$ cat config.mk
export PLATFORM = sky130hd
export DESIGN_NAME = operation_driver_bw16_inc2
export DESIGN_NICKNAME = d
export VERILOG_FILES = /design/src/rtl/operation_pkg.sv /design/src/rtl/op_timeout_counter.sv /design/src/rtl/operation_driver_bw16_inc2.sv
export SDC_FILE = /design/constraint.sdc
export NUM_CORES = 1
export LEC_CHECK = 0
export ABC_CLOCK_PERIOD_IN_PS = 1600
export CAP_MARGIN = 20
export CELL_PAD_IN_SITES_DETAIL_PLACEMENT = 1
export CELL_PAD_IN_SITES_GLOBAL_PLACEMENT = 1
export CORE_UTILIZATION = 28
export CTS_BUF_LIST = sky130_fd_sc_hd__clkbuf_16
export CTS_CLUSTER_DIAMETER = 200
export DETAILED_ROUTE_END_ITERATION = 7
export PLACE_DENSITY_LB_ADDON = 0.08
export SLEW_MARGIN = 20
export SYNTH_ARGS = -nofsm -noshare
export SYNTH_HDL_FRONTEND = slang
export SYNTH_SLANG_ARGS = --single-unit
$ cat constraint.sdc
create_clock -name CLK -period 1.6 [get_ports CLK]
set_input_delay 0.32 -clock CLK [delete_from_list [all_inputs] [get_ports CLK]]
set_output_delay 0.32 -clock CLK [all_outputs]
set_load 0.05 [all_outputs]
$ cat src/rtl/operation_pkg.sv
// -----------------------------------------------------------------------------
// operation_pkg
//
// Shared definitions for the drivers of the operation_* blocks. These blocks use
// the ST/RD/RES handshake.
//   - op_state_t        : driver FSM state encoding
//   - OP_DEFAULT_BW     : default argument/result width
//   - op_state_resets() : OP_RST level that the driver shows in a given state
//   - op_state_starts() : OP_ST level that the driver shows in a given state
// -----------------------------------------------------------------------------
package operation_pkg;

  localparam int OP_DEFAULT_BW = 16;

  typedef enum logic [2:0] {
    ST_IDLE  = 3'd0,
    ST_CLR   = 3'd1,
    ST_START = 3'd2,
    ST_WAIT  = 3'd3,
    ST_HOLD  = 3'd4,
    ST_TERR  = 3'd5
  } op_state_t;

  // The operation is released from reset only for the START cycle and the
  // WAIT window. In all other states it is held in reset.
  function automatic logic op_state_resets(input op_state_t s);
    return !((s == ST_START) || (s == ST_WAIT));
  endfunction

  // Level-start protocol: ST is high for the whole WAIT window.
  function automatic logic op_state_starts(input op_state_t s);
    return (s == ST_WAIT);
  endfunction

endpackage

$ cat src/rtl/op_timeout_counter.sv
// -----------------------------------------------------------------------------
// op_timeout_counter
//
// Saturating up-counter that the operation drivers use to measure WAIT time.
// clear has priority over enable. Once the count reaches all-ones it stays
// there, so a very long wait can never wrap back to a small value.
//
// Ports:
//   CLK    in  1   clock, rising edge
//   RST    in  1   synchronous active-high reset (count -> 0)
//   clear  in  1   force count to 0 on the next edge
//   enable in  1   increment (saturating) on the next edge
//   count  out CW  current count
// -----------------------------------------------------------------------------
module op_timeout_counter #(
  parameter int CW = 16
) (
  input  logic          CLK,
  input  logic          RST,
  input  logic          clear,
  input  logic          enable,
  output logic [CW-1:0] count
);

  logic [CW-1:0] count_q;
  logic [CW-1:0] count_d;

  always_comb begin
    count_d = count_q;
    if (clear) begin
      count_d = '0;
    end else if (enable && (count_q != {CW{1'b1}})) begin
      count_d = count_q + 1'b1;
    end
  end

  always_ff @(posedge CLK) begin
    if (RST) begin
      count_q <= '0;
    end else begin
      count_q <= count_d;
    end
  end

  assign count = count_q;

endmodule

$ cat src/rtl/operation_driver_bw16_inc2.sv
// -----------------------------------------------------------------------------
// operation_driver_bw16_inc2
//
// Initiator for one operation instance that uses the ST/RD/RES handshake.
// The driver accepts a two-argument request and latches the arguments. It
// resets the operation and starts it, then waits for RD and captures RES. It
// holds the result until upstream acknowledges it. A cycle-count timeout turns
// an operation that never finishes into an ERR state that upstream can clear.
//
// Every output comes from a flop. No input reaches an output combinationally.
//
// Ports:
//   CLK     in  1   clock, rising edge
//   RST     in  1   synchronous active-high reset; aborts any operation
//   REQ     in  1   request, sampled only in IDLE
//   A0, A1  in  BW  arguments, latched when REQ is accepted
//   BUSY    out 1   high in every state except IDLE
//   DONE    out 1   result valid (HOLD)
//   ERR     out 1   timeout reported (TERR)
//   RESULT  out BW  captured OP_RES
//   CYCLES  out CW  WAIT cycles of the last operation (saturating)
//   ACK     in  1   consumes RESULT / clears ERR
//   OP_RST  out 1   reset to the operation
//   OP_ST   out 1   start (level) to the operation
//   OP_IN0  out BW  registered argument 0
//   OP_IN1  out BW  registered argument 1
//   OP_RD   in  1   operation result ready
//   OP_RES  in  BW  operation result
// -----------------------------------------------------------------------------
module operation_driver_bw16_inc2
  import operation_pkg::*;
#(
  parameter int BW      = OP_DEFAULT_BW,
  parameter int TIMEOUT = 1024,
  // 2**CW must exceed TIMEOUT so that the terminal count is reachable.
  parameter int CW      = 16
) (
  input  logic          CLK,
  input  logic          RST,
  input  logic          REQ,
  input  logic [BW-1:0] A0,
  input  logic [BW-1:0] A1,
  output logic          BUSY,
  output logic          DONE,
  output logic          ERR,
  output logic [BW-1:0] RESULT,
  output logic [CW-1:0] CYCLES,
  input  logic          ACK,
  output logic          OP_RST,
  output logic          OP_ST,
  output logic [BW-1:0] OP_IN0,
  output logic [BW-1:0] OP_IN1,
  input  logic          OP_RD,
  input  logic [BW-1:0] OP_RES
);

  localparam bit            TO_EN   = (TIMEOUT != 0);
  // TO_LAST is meaningless when TO_EN is 0. The TO_EN guard covers that case.
  localparam logic [CW-1:0] TO_LAST = CW'(TIMEOUT - 1);

  op_state_t     state_q, state_d;

  logic          busy_q,   busy_d;
  logic          done_q,   done_d;
  logic          err_q,    err_d;
  logic          op_rst_q, op_rst_d;
  logic          op_st_q,  op_st_d;
  logic [BW-1:0] in0_q,    in0_d;
  logic [BW-1:0] in1_q,    in1_d;
  logic [BW-1:0] result_q, result_d;
  logic [CW-1:0] cycles_q, cycles_d;

  logic          accept;
  logic          cnt_en;
  logic [CW-1:0] count;

  // WAIT-cycle counter. A request clears it. It advances once per WAIT cycle.
  op_timeout_counter #(
    .CW (CW)
  ) u_timeout_cnt (
    .CLK    (CLK),
    .RST    (RST),
    .clear  (accept),
    .enable (cnt_en),
    .count  (count)
  );

  // Next-state logic and datapath next values.
  always_comb begin
    state_d  = state_q;
    in0_d    = in0_q;
    in1_d    = in1_q;
    result_d = result_q;
    cycles_d = cycles_q;
    accept   = 1'b0;
    cnt_en   = 1'b0;

    unique case (state_q)
      ST_IDLE: begin
        if (REQ) begin
          accept  = 1'b1;
          in0_d   = A0;
          in1_d   = A1;
          state_d = ST_CLR;
        end
      end
      ST_CLR:   state_d = ST_START;
      ST_START: state_d = ST_WAIT;
      ST_WAIT: begin
        cnt_en = 1'b1;
        // RD is checked first, so a result that arrives on the terminal
        // count cycle still counts as a success.
        if (OP_RD) begin
          result_d = OP_RES;
          cycles_d = count;
          state_d  = ST_HOLD;
        end else if (TO_EN && (count == TO_LAST)) begin
          cycles_d = count;
          state_d  = ST_TERR;
        end
      end
      ST_HOLD: if (ACK) state_d = ST_IDLE;
      ST_TERR: if (ACK) state_d = ST_IDLE;
      default: state_d = ST_IDLE;
    endcase

    // Status outputs are registered copies of the decode of the next state.
    // This keeps them aligned with state_q and avoids decode glitches.
    busy_d   = (state_d != ST_IDLE);
    done_d   = (state_d == ST_HOLD);
    err_d    = (state_d == ST_TERR);
    op_rst_d = op_state_resets(state_d);
    op_st_d  = op_state_starts(state_d);
  end

  always_ff @(posedge CLK) begin
    if (RST) begin
      state_q  <= ST_IDLE;
      busy_q   <= 1'b0;
      done_q   <= 1'b0;
      err_q    <= 1'b0;
      op_rst_q <= 1'b1;
      op_st_q  <= 1'b0;
      in0_q    <= '0;
      in1_q    <= '0;
      result_q <= '0;
      cycles_q <= '0;
    end else begin
      state_q  <= state_d;
      busy_q   <= busy_d;
      done_q   <= done_d;
      err_q    <= err_d;
      op_rst_q <= op_rst_d;
      op_st_q  <= op_st_d;
      in0_q    <= in0_d;
      in1_q    <= in1_d;
      result_q <= result_d;
      cycles_q <= cycles_d;
    end
  end

  assign BUSY   = busy_q;
  assign DONE   = done_q;
  assign ERR    = err_q;
  assign RESULT = result_q;
  assign CYCLES = cycles_q;
  assign OP_RST = op_rst_q;
  assign OP_ST  = op_st_q;
  assign OP_IN0 = in0_q;
  assign OP_IN1 = in1_q;

endmodule

==> results of run 1 <==
[stage by stage]
step	area [um^2]	hold slack, ps	worst slack [ps]
3_5_place_dp	4980	449	-256
4_1_cts	5280	458	1.16
5_1_grt	5410	472	-75.6
6_report	5410	451	28.1
3_3_place_gp	4980	443	-176
2_1_floorplan	3380	456	-41.7
[cell families after synthesis]
family,after synthesis
xor gates and xnor gates,8
DFF,88
buffers and inverters,30
AOI/OAI and AO/OA,86
adders and majority gates,1
and+or+nand+nor,198
[report_power, final]
group          switching, W  internal (W)  total (W)  leakage (nW)
combinational      0.000496      0.000318   0.000814          1.29
sequential        0.0000395       0.00227    0.00231         0.720
clock              0.000816       0.00102    0.00184         0.130
[final timing paths]
path	to	from	cells after the start
max	u_timeout_cnt.count[14]	u_timeout_cnt.count[1]	7
min	OP_IN1[5]	OP_IN1[5]	2
max reg2reg	u_timeout_cnt.count[14]	u_timeout_cnt.count[1]	7
min reg2reg	OP_IN1[5]	OP_IN1[5]	2
[area by class of cell]
| cell class | instances | area [um^2] |
|---|---|---|
| Clock buffer | 9 | 225 |
| Clock inverter | 7 | 31.3 |
| Fill cell | 1373 | 6110 |
| Inverter | 3 | 11.3 |
| Multi-Input combinational cell | 294 | 1550 |
| Sequential cell | 88 | 1780 |
| Tap cell | 143 | 179 |
| Timing Repair Buffer | 170 | 1630 |
[repair_timing]
item	CTS	global route
hold endpoints to repair	0	0
resized for setup	9	23
setup endpoints to repair	34	53
buffers inserted	0	5
cloned	0	1
pin swaps	2	12
[synth_stat cells (2+ instances only)]
| library cell | instances | share of area (%) |
|---|---|---|
| sky130_fd_sc_hd__nand2_1 | 134 | 15 |
| sky130_fd_sc_hd__dfxtp_1 | 88 | 53 |
| sky130_fd_sc_hd__a21oi_1 | 67 | 10 |
| sky130_fd_sc_hd__nor2_1 | 22 | 2.5 |
| sky130_fd_sc_hd__clkbuf_1 | 13 | 1.5 |
| sky130_fd_sc_hd__buf_2 | 11 | 1.7 |
| sky130_fd_sc_hd__nand3_1 | 9 | 1.4 |
| sky130_fd_sc_hd__xor2_1 | 8 | 2.1 |
| sky130_fd_sc_hd__nand4_1 | 5 | 0.94 |
| sky130_fd_sc_hd__and4_1 | 4 | 1.1 |
| sky130_fd_sc_hd__o211ai_1 | 4 | 0.90 |
| sky130_fd_sc_hd__o21ai_1 | 4 | 0.60 |
| sky130_fd_sc_hd__or3_1 | 4 | 0.75 |
| sky130_fd_sc_hd__a22oi_2 | 3 | 1.1 |
| sky130_fd_sc_hd__inv_1 | 3 | 0.34 |
| sky130_fd_sc_hd__nand2b_1 | 3 | 0.56 |
| sky130_fd_sc_hd__o21ai_0 | 3 | 0.45 |
| sky130_fd_sc_hd__and2_1 | 2 | 0.38 |
| sky130_fd_sc_hd__and3_1 | 2 | 0.38 |
| sky130_fd_sc_hd__nor3_1 | 2 | 0.30 |
| sky130_fd_sc_hd__or4_1 | 2 | 0.45 |
[worst max-delay path, delay by kind of cell (launching register included)]
family | cells | cell delay, ps
flip-flops | 1 | 350
buffers and inverters | 1 | 130
XOR/XNOR | 1 | 160
adder cells (fa/ha/maj) | 1 | 130
AND/OR/NAND/NOR | 4 | 700
[sequential cells by signal (all words and copies together) (netlist names)]
name	flops
CYCLES	16
OP_RST	1
OP_IN1	16
OP_ST	1
OP_IN0	16
ERR	1
RESULT	16
BUSY	1
u_timeout_cnt.count	16
state_q	3
DONE	1
[layer usage]
metal / vias up / GRT usage [%]
li1: 1677 / -
met1: 1550 / 22.3
met2: 71 / 27.5
met3: 14 / 3.72
met4: 0 / 6.76
met5: - / 0
==> impl_results.md, run 1 <==
* Number of standard cells after synthesis at 411
* Number of buffers on the longest clock path at 2
* Data arrival time of the worst path at 1800 ps
* Unique cell type count in the Yosys netlist at 39
* Fin cells at 714
* Unrepaired setup endpoints after global routing: yes
* Most used cells in the layout excluding fill and tap cells: sky130_fd_sc_hd__nand2_1 (134), sky130_fd_sc_hd__buf_4 (97), sky130_fd_sc_hd__dfxtp_1 (77), sky130_fd_sc_hd__a21oi_1 (64), sky130_fd_sc_hd__clkdlybuf4s50_1 (51)
* Die boundary height at 111 um
* Total half-perimeter wirelength after legalization and detailed placement at approximately 7 mm
* CTS Buf Count at 9
* Starting utilization of the core area at just under 30%
* Worst path most repeated cell: sky130_fd_sc_hd__and4_4
* Core Region at 0.0115 mm^2
* Multiplexer share of the synthesized area at 0%
* Number of failing setup endpoints in the final timing report at 0
* Final clock skew at 3.94 ps
* Syn avg cell area at 8.10 um^2
* Die Footprint at 0.0123 mm^2
* Crit path launch type: flop
* Synth Area in XOR/XNOR at 2.10%
* Leading cell type in the layout, fill and taps excluded: sky130_fd_sc_hd__nand2_1
* Share of synthesized flip-flops with an asynchronous set or reset at 0%
* Tightest Pin Transition at 335 ps
* Routability Congestion at roughly 0.77
* Number of endpoints with negative hold slack in the final report at 0
* Clk sinks at 88
* Max Fanout on Critical Path at 4
* Met2 wirelength from detailed routing at 4.73 mm
* Highest attainable clock frequency at around 0.64 GHz
* Antenna diode count at 0
* Wire length the detailed router placed on met1 at 4.76 mm
* Max-slew headroom at the worst pin at about 78%
* Ys Warns at 0
* Longest individual stage delay on the worst path at ~350 ps
* Worst skew pair latency at 340 ps
* Simple-gate area share of the yosys netlist at 25.9%
* Period utilisation layout at 98.2%
* Top-level I/O count at roughly 120
* Number of hold-repair buffers added at the cts stage at 0
* Violated checks: design-rule violations
* Post-layout util at 46.9%
* Cell leakage power at 2.14 nW
* First-pass iteration count of the detailed router at 6
* Most used flip-flop cell after synthesis: sky130_fd_sc_hd__dfxtp_1
* DRC errors left at 20
* Vias in the first global route at between 3,000 and 4,000
* Sum of negative setup slack at 0 ps
* Initial antenna violation count at 0
* Fin crit period at between 1500 and 2000 ps
* Die X at 111 um
* Met3 wire len at 510 um
* Critical path, cell by cell: ha_4 -> and4_4 -> buf_4 -> and4_4 -> nand4_1 -> xor2_1 -> nor2_1
* Combined area of all synthesized cells at 0.00333 mm^2
* Number of nets in the layout at 620
* TritonCTS clock tree: done
* Power, Total at 0.00496 W
* Layout Area Growth over Synthesis at 62.3%
* Max-cap check violation count at 0
* Clock transition at the registers of the reported paths at approximately 60 ps
* Maximum resistive drop on vdd at 0.000459 V
* CP Class: flop to flop
* Number of max-slew violations in the final report at 0
* Endpoint class of the critical path: flop
* Vias per cell at 4.64
* Maximum number of pins on one net before global-route repair at 70
* First-pass GRT wire length at 16.8 mm
* Max Used Layer: met4
* Total instance count after detailed placement at 692
* Synthesized netlist net count at 465
* H-tree level count at 3
* Detailed-route wire length per cell at 14.2 um
* GRT overflow at 0
* Total of buffers placed on input and output ports at ~120
* Global-route total usage across every layer at 17.1%
* Area share of fa/ha/maj cells after synthesis at less than 1%
* Slowest-stage cell, CP: sky130_fd_sc_hd__dfxtp_2
* Critical Path RT at between 1500 and 2000 ps
* Power density cells at 917 mW/mm^2
* Count of vias placed by the detailed router at 3,312
* Share of the yosys chip area belonging to registers at a little over half
* Register-to-register setup slack at 30 ps
* Dominant combinational cell family by area after synthesis: simple AND/OR/NAND/NOR gates
* CTS root buffer: sky130_fd_sc_hd__clkbuf_16
* Number of flops mapped to enable cells by yosys at 0
* Share of the synthesized area in compound gates (AO/OA/AOI/OAI) at between 10% and 20%
* Hold Path Class: flop to flop
* Result of the run: finished with violations
* Residual antenna-violating net count after detailed routing at 0
* 1st-iter DRT viols at 159
* Num rows at 39
* Synthesized flop and latch total at 88
* Layout cell share with drive strength beyond 1 at 28.5%
* Routed wire length at 10.2 mm
Note: power is estimated with default switching activity, not from simulation.
==> run 2: changes to the inputs <==
--- a/config.mk
+++ b/config.mk
@@ -14,6 +14,7 @@
 export CTS_CLUSTER_DIAMETER = 200
 export DETAILED_ROUTE_END_ITERATION = 7
 export PLACE_DENSITY_LB_ADDON = 0.08
+export REMOVE_ABC_BUFFERS = 1
 export SLEW_MARGIN = 20
 export SYNTH_ARGS = -nofsm -noshare
 export SYNTH_HDL_FRONTEND = slang
==> run 2 against run 1 <==
Against the previous run:
- the flow finishes with violations (design-rule violations, negative setup slack)
- via count is 1.5% higher
- final cell count is 0.42% lower
- critical path depth stayed put
- power is 5.1% higher
- sequential power hardly changed
- global-route usage is 0.19 points higher
- combinational power is 1% higher
- largest power group unchanged
==> impl_results.md, run 2 (same netlist as run 1, synthesis figures left out) <==
* Period utilisation layout at 102% (+3.5 points)
* Final clock skew at 6.39 ps (+2.45 ps)
* Critical Path RT at 1820 ps (about the same)
* Worst hold endpoint: OP_IN1[10]
* Share of total power in sequential cells at 44.3% (-2.2 points)
* Global-route total usage across every layer at 17.3% (+0.19 points)
* Max-cap check violation count at 0 (unchanged)
* Tightest Pin Transition at 343 ps (+7.48 ps)
* Top-level I/O count at 122 (unchanged)
* Final instance area at 0.00543 mm^2 (+0.49%)
* Power, Total at 0.00521 W (+5.1%)
* Core Region at 0.0115 mm^2 (unchanged)
* Combinational power share at 15.8% (-0.6 points)
* Instance area at placement at 0.00482 mm^2 (-3.3%)
* Number of endpoints with negative hold slack in the final report at 0 (unchanged)
* Critical path, cell by cell: ha_4 -> and4_4 -> a41oi_4 -> nand2b_4 -> clkbuf_16 -> a22oi_2 -> nor2_1
* Maximum resistive drop on vdd at 0.000641 V (+40%)
* Count of vias placed by the detailed router at 3,362 (+1.5%)
* Total instance count after detailed placement at 690 (-0.29%)
* Num rows at 39 (unchanged)
* Routability Congestion at 0.794 (+3.5%)
* Detailed-route wire length per cell at 15.1 um (+6.2%)
* Die Footprint at 0.0123 mm^2 (unchanged)
* Reg-to-reg startpoint: u_timeout_cnt.count[0]
* Die X at 111 um (unchanged)
* Layout cell share with drive strength beyond 1 at 31.9% (+3.3 points)
* Total of buffers placed on input and output ports at 121 (unchanged)
* Worst R2R Path Depth at 7 (unchanged)
* Slowest-stage cell, CP: sky130_fd_sc_hd__dfxtp_2
* Violated checks: design-rule violations, negative setup slack
* CP Class: flop to flop
* Register-to-register setup slack at -30 ps (-60 ps)
* Vias in the first global route at 3,287 (-2.5%)
* Hold Path Class: flop to flop
* P_int at 0.00378 W (+4.9%)
* CTS root buffer: sky130_fd_sc_hd__clkbuf_16
* Maximum number of pins on one net before global-route repair at 70 (unchanged)
* Fin crit period at 1630 ps (+55.7 ps)
* Clock transition at the registers of the reported paths at 70 ps (about the same)
* Vias per cell at 4.73 (+1.9%)
* Power density cells at 959 mW/mm^2 (+4.6%)
* DRC errors left at 30 (+50%)
* Number of max-slew violations in the final report at 0 (unchanged)
* Portion of total power attributed to the clock network at 39.9% (+2.8 points)
* Cell leakage power at 2.12 nW (-0.82%)
* Unrepaired setup endpoints after global routing: yes
* Routed wire length at 10.7 mm (+5.7%)
* Die boundary height at 111 um (unchanged)
* Antenna diode count at 0 (unchanged)
* Power dissipated by switching net loads at 0.00143 W (+5.5%)
* Post-route setup slack at -27.6 ps (-55.7 ps)
* Data arrival time of the worst path at 1850 ps (+50 ps)
* Longest individual stage delay on the worst path at 360 ps (about the same)
* Number of failing setup endpoints in the final timing report at 4 (+4)
* First-pass GRT wire length at 16.7 mm (-0.49%)
* TritonCTS clock tree: done
* Fin cells at 711 (-0.42%)
* Net Sw Frac at 27.4% (+0.099 points)
* Number of buffers on the longest clock path at 2 (unchanged)
* Result of the run: finished with violations
* GRT overflow at 0 (unchanged)
* Initial antenna violation count at 0 (unchanged)
* Residual antenna-violating net count after detailed routing at 0 (unchanged)
* Number of cells on the worst hold path at 2 (unchanged)
* Highest attainable clock frequency at 0.614 GHz (-3.4%)
* Crit path launch type: flop
* Most used cells in the layout excluding fill and tap cells: sky130_fd_sc_hd__nand2_1 (122), sky130_fd_sc_hd__buf_4 (104), sky130_fd_sc_hd__dfxtp_1 (84), sky130_fd_sc_hd__a21oi_1 (55), sky130_fd_sc_hd__clkdlybuf4s50_1 (51)
* Terminus of the critical flop-to-flop path: CYCLES[15]
* Launch instance of the worst min-delay path: OP_IN1[10]
* CTS Buf Count at 9 (unchanged)
* Number of nets in the layout at 617 (-0.48%)
* First-pass iteration count of the detailed router at 6 (unchanged)
* Endpoint class of the critical path: flop
* Number of hold-repair buffers added at the cts stage at 0 (unchanged)
* Layout Area Growth over Synthesis at 63.1%
* Leading cell type in the layout, fill and taps excluded: sky130_fd_sc_hd__nand2_1
* Worst skew pair latency at 340 ps (about the same)
* Starting utilization of the core area at 28.9% (unchanged)
* 1st-iter DRT viols at 162 (+1.9%)
* Tightest hold margin at 456 ps (+5.04 ps)
* Max Fanout on Critical Path at 7 (+3)
* Max-slew headroom at the worst pin at 77.1% (-0.50 points)
* Clk sinks at 88 (unchanged)
* Total half-perimeter wirelength after legalization and detailed placement at 7.45 mm (+6.1%)
* H-tree level count at 3 (unchanged)
run 2: worst max-delay path by stage:
stage / from / endpoint / slack (ps)
2_1_floorplan: state_q[0] / u_timeout_cnt.count[6] / -500
3_5_place_dp: u_timeout_cnt.count[0] / CYCLES[12] / -220
4_1_cts: u_timeout_cnt.count[14] / u_timeout_cnt.count[5] / -2
5_1_grt: u_timeout_cnt.count[0] / CYCLES[14] / -80
6_report: u_timeout_cnt.count[0] / CYCLES[15] / -30
3_3_place_gp: u_timeout_cnt.count[14] / CYCLES[9] / -140
run 2: layout make-up:
cell class                 instances  area [um^2]
fill                            1339         6080
clock inverter                     7         63.8
multi-input combinational        294         1680
inverter                           3         11.3
clock buffer                       9          225
timing repair buffer             167         1500
tap                              143          179
sequential                        88         1770
run 2: through the flow:
| stage | setup slack, ps | setup TNS (ps) | util, % |
|---|---|---|---|
| floorplan | -503 | -4010 | - |
| global placement | -138 | -3050 | 41.8 |
| detailed placement | -224 | -7430 | 41.8 |
| CTS | -1.81 | -1.81 | 45.0 |
| global route | -83.4 | -1110 | 47.2 |
| finish | -27.6 | -73.1 | 47.2 |
run 2: what timing repair did:
action,in CTS,in global routing
buffers inserted,0,3
setup endpoints to repair,34,37
gates cloned,0,2
pin swaps,0,37
resized for setup,14,49
run 2: metal layers:
| layer | track usage [%] | wire [um] |
|---|---|---|
| met5 | 0 | 0 |
| met4 | 7.84 | 208 |
| met3 | 3.66 | 450 |
| met2 | 27.5 | 5060 |
| met1 | 22.4 | 5030 |
run 2: worst max-delay path: cells and delay by family (launching register included):
kind / cells / cell delay, ps
adders and majority gates: 1 / 140
buffers and inverters: 1 / 180
AOI/OAI and AO/OA: 2 / 270
DFF: 1 / 360
and+or+nand+nor: 3 / 560
run 2: power groups by stage:
stage / Combinational (W) / Sequential [W] / Clock, W
after detailed placement: 0.000809 / 0.00236 / 0
after CTS: 0.000818 / 0.00231 / 0.00214
after floorplan: 0.000162 / 0.00260 / 0
after global routing: 0.000876 / 0.00232 / 0.00225
after global placement: 0.000800 / 0.00235 / 0
final: 0.000823 / 0.00231 / 0.00208
==> run 3: changes to the inputs <==
--- a/config.mk
+++ b/config.mk
@@ -6,14 +6,15 @@
 export NUM_CORES = 1
 export LEC_CHECK = 0
 export ABC_CLOCK_PERIOD_IN_PS = 1600
-export CAP_MARGIN = 20
 export CELL_PAD_IN_SITES_DETAIL_PLACEMENT = 1
 export CELL_PAD_IN_SITES_GLOBAL_PLACEMENT = 1
 export CORE_UTILIZATION = 28
 export CTS_BUF_LIST = sky130_fd_sc_hd__clkbuf_16
 export CTS_CLUSTER_DIAMETER = 200
 export DETAILED_ROUTE_END_ITERATION = 7
+export HOLD_SLACK_MARGIN = 0.06
 export PLACE_DENSITY_LB_ADDON = 0.08
+export RECOVER_POWER = 50
 export REMOVE_ABC_BUFFERS = 1
 export SLEW_MARGIN = 20
 export SYNTH_ARGS = -nofsm -noshare
==> run 3 against run 2 <==
Against the previous run:
- the run still ends with design-rule violations, negative setup slack left
- first-iteration DRC count fell by 3.1%
- register-to-register slack barely moved
- clock-buffer cell count did not move
- critical path type unchanged
- critical endpoint unchanged
- largest power group unchanged
==> impl_results.md, run 3 (same netlist as run 1, synthesis figures left out) <==
* Critical Path RT at 1820 ps (about the same)
* Number of max-slew violations in the final report at 0 (unchanged)
* Number of nets in the layout at 617 (unchanged)
* Final clock skew at 6.73 ps (+0.346 ps)
* Antenna diode count at 0 (unchanged)
* Clk sinks at 88 (unchanged)
* Terminus of the critical flop-to-flop path: CYCLES[15]
* Total half-perimeter wirelength after legalization and detailed placement at 7.45 mm (unchanged)
* Most used cells in the layout excluding fill and tap cells: sky130_fd_sc_hd__nand2_1 (122), sky130_fd_sc_hd__dfxtp_1 (84), sky130_fd_sc_hd__clkbuf_2 (59), sky130_fd_sc_hd__a21oi_1 (55), sky130_fd_sc_hd__clkdlybuf4s50_1 (51)
* Unrepaired setup endpoints after global routing: yes
* CTS root buffer: sky130_fd_sc_hd__clkbuf_16
* DRC errors left at 30 (unchanged)
* Layout cell share with drive strength beyond 1 at 30.8% (-1.1 points)
* Register-to-register setup slack at -30 ps (about the same)
* Layout Area Growth over Synthesis at 57.7%
* Tightest Pin Transition at 603 ps (+260 ps)
* Reg-to-reg startpoint: u_timeout_cnt.count[0]
* Post-route setup slack at -26.8 ps (+0.752 ps)
* Count of vias placed by the detailed router at 3,346 (-0.48%)
* TritonCTS clock tree: done
* Tightest hold margin at 455 ps (-0.782 ps)
* Period utilisation layout at 102% (about the same)
* Initial antenna violation count at 0 (unchanged)
* Die Footprint at 0.0123 mm^2 (unchanged)
* Worst skew pair latency at 340 ps (about the same)
* CP Class: flop to flop
* Max-cap check violation count at 0 (unchanged)
* Category of cells accounting for the largest share of critical-path delay: simple AND/OR/NAND/NOR gates
* Final instance area at 0.00525 mm^2 (-3.3%)
* Top-level I/O count at 122 (unchanged)
* Instance area at placement at 0.00482 mm^2 (unchanged)
* Max Fanout on Critical Path at 7 (unchanged)
* Vias in the first global route at 3,287 (unchanged)
* First-pass iteration count of the detailed router at 6 (unchanged)
* Die X at 111 um (unchanged)
* Crit path launch type: flop
* 1st-iter DRT viols at 157 (-3.1%)
* CTS Buf Count at 9 (unchanged)
* Total of buffers placed on input and output ports at 121 (unchanged)
* Number of buffers on the longest clock path at 2 (unchanged)
* Highest attainable clock frequency at 0.615 GHz (about the same)
* Slowest-stage cell, CP: sky130_fd_sc_hd__dfxtp_2
* Vias per cell at 4.71 (-0.48%)
* H-tree level count at 3 (unchanged)
* Data arrival time of the worst path at 1850 ps (about the same)
* Number of hold-repair buffers added at the cts stage at 0 (unchanged)
* Worst hold endpoint: OP_IN0[3]
* Power density cells at 983 mW/mm^2 (+2.5%)
* Endpoint class of the critical path: flop
* Global-route total usage across every layer at 17.3% (unchanged)
* Routability Congestion at 0.794 (unchanged)
* Routed wire length at 10.8 mm (+0.12%)
* Clock transition at the registers of the reported paths at 60 ps (about the same)
* Max-slew headroom at the worst pin at 60.0% (-17 points)
* Num rows at 39 (unchanged)
* Worst R2R Path Depth at 7 (unchanged)
* Cell leakage power at 2.10 nW (-0.76%)
* Detailed-route wire length per cell at 15.1 um (+0.12%)
* Hold Path Class: flop to flop
* GRT overflow at 0 (unchanged)
* Launch instance of the worst min-delay path: OP_IN0[3]
* Number of endpoints with negative hold slack in the final report at 0 (unchanged)
* Leading cell type in the layout, fill and taps excluded: sky130_fd_sc_hd__nand2_1
* Violated checks: design-rule violations, negative setup slack
* Maximum resistive drop on vdd at 0.000636 V (-0.78%)
* Starting utilization of the core area at 28.9% (unchanged)
* Layout fillers at 1,364 (+1.9%)
* First-pass GRT wire length at 16.7 mm (unchanged)
* Number of failing setup endpoints in the final timing report at 4 (unchanged)
* Core Region at 0.0115 mm^2 (unchanged)
* Die boundary height at 111 um (unchanged)
* Worst Path Buf+Inv at 1 (unchanged)
* Maximum number of pins on one net before global-route repair at 70 (unchanged)
* Fin crit period at 1630 ps (-0.752 ps)
* Longest individual stage delay on the worst path at 360 ps (about the same)
* Result of the run: finished with violations
* Residual antenna-violating net count after detailed routing at 0 (unchanged)
* Number of cells on the worst hold path at 2 (unchanged)
* Critical path, cell by cell: ha_4 -> and4_4 -> a41oi_4 -> nand2b_4 -> clkbuf_16 -> a22oi_2 -> nor2_1
-- run 3: changes by cell type in the layout (fill, tap and decap cells not counted) --
cell / delta
sky130_fd_sc_hd__buf_12: -3
sky130_fd_sc_hd__dlymetal6s2s_1: +3
sky130_fd_sc_hd__clkbuf_1: +3
sky130_fd_sc_hd__buf_4: -62
sky130_fd_sc_hd__clkbuf_2: +59
-- run 3: per-layer routing --
metal / vias to the layer above / wire length, um / global-route usage [%]
met4: 0 / 205 / 7.84
li1: 1675 / - / -
met3: 12 / 465 / 3.66
met1: 1586 / 5070 / 22.4
met2: 73 / 5020 / 27.5
met5: - / 0 / 0
-- run 3: where the power goes --
part	leakage, nW	total (W)	internal (W)	switching [W]
clock network	0.142	0.00207	0.00120	0.000878
logic	1.24	0.000780	0.000277	0.000503
registers	0.717	0.00231	0.00227	0.0000397
total	2.10	0.00516	0.00374	0.00142
-- run 3: worst max-delay path by stage --
stage                                  startpoint                endpoint  slack [ps]  cells after the start
after floorplan                        state_q[0]  u_timeout_cnt.count[6]        -500                      5
after global placement    u_timeout_cnt.count[14]               CYCLES[9]        -140                      5
after detailed placement   u_timeout_cnt.count[0]              CYCLES[12]        -220                      6
after CTS                 u_timeout_cnt.count[14]  u_timeout_cnt.count[5]          -2                      5
after global routing       u_timeout_cnt.count[0]              CYCLES[14]         -80                      7
final                      u_timeout_cnt.count[0]              CYCLES[15]         -30                      7
-- run 3: timing repair --
item                                    4_1_cts  5_1_grt
endpoints found under the setup margin       34       37
resized for setup                            14       49
hold endpoints to repair                      0        0
gates cloned                                  0        2
buffers inserted                              0        3
pin swaps                                     0       37
-- run 3: through the flow --
stage	setup TNS [ps]	utilization (%)	setup slack [ps]	total power (W)	std cells
3_5_place_dp	-7430	41.8	-224	0.00317	690
6_report	-69.9	45.6	-26.8	0.00516	711
3_3_place_gp	-3050	41.8	-138	0.00315	690
2_1_floorplan	-4010	-	-503	0.00276	384
4_1_cts	-1.81	45.0	-1.81	0.00527	706
5_1_grt	-1110	45.6	-83.4	0.00540	711
-- run 3: worst min-delay path, cell delays in order (launching register included) --
cell and delay [ps]:
sky130_fd_sc_hd__dfxtp_1 310, sky130_fd_sc_hd__nand2_1 50, sky130_fd_sc_hd__a21oi_1 50
-- run 3: final cells by class --
type	count	area, um^2	share of cell area [%]
timing repair buffer	167	1320	25.2
tap	143	179	3.41
multi-input combinational	294	1680	32.0
inverter	3	11.3	0.214
clock inverter	7	63.8	1.22
clock buffer	9	225	4.29
sequential	88	1770	33.7
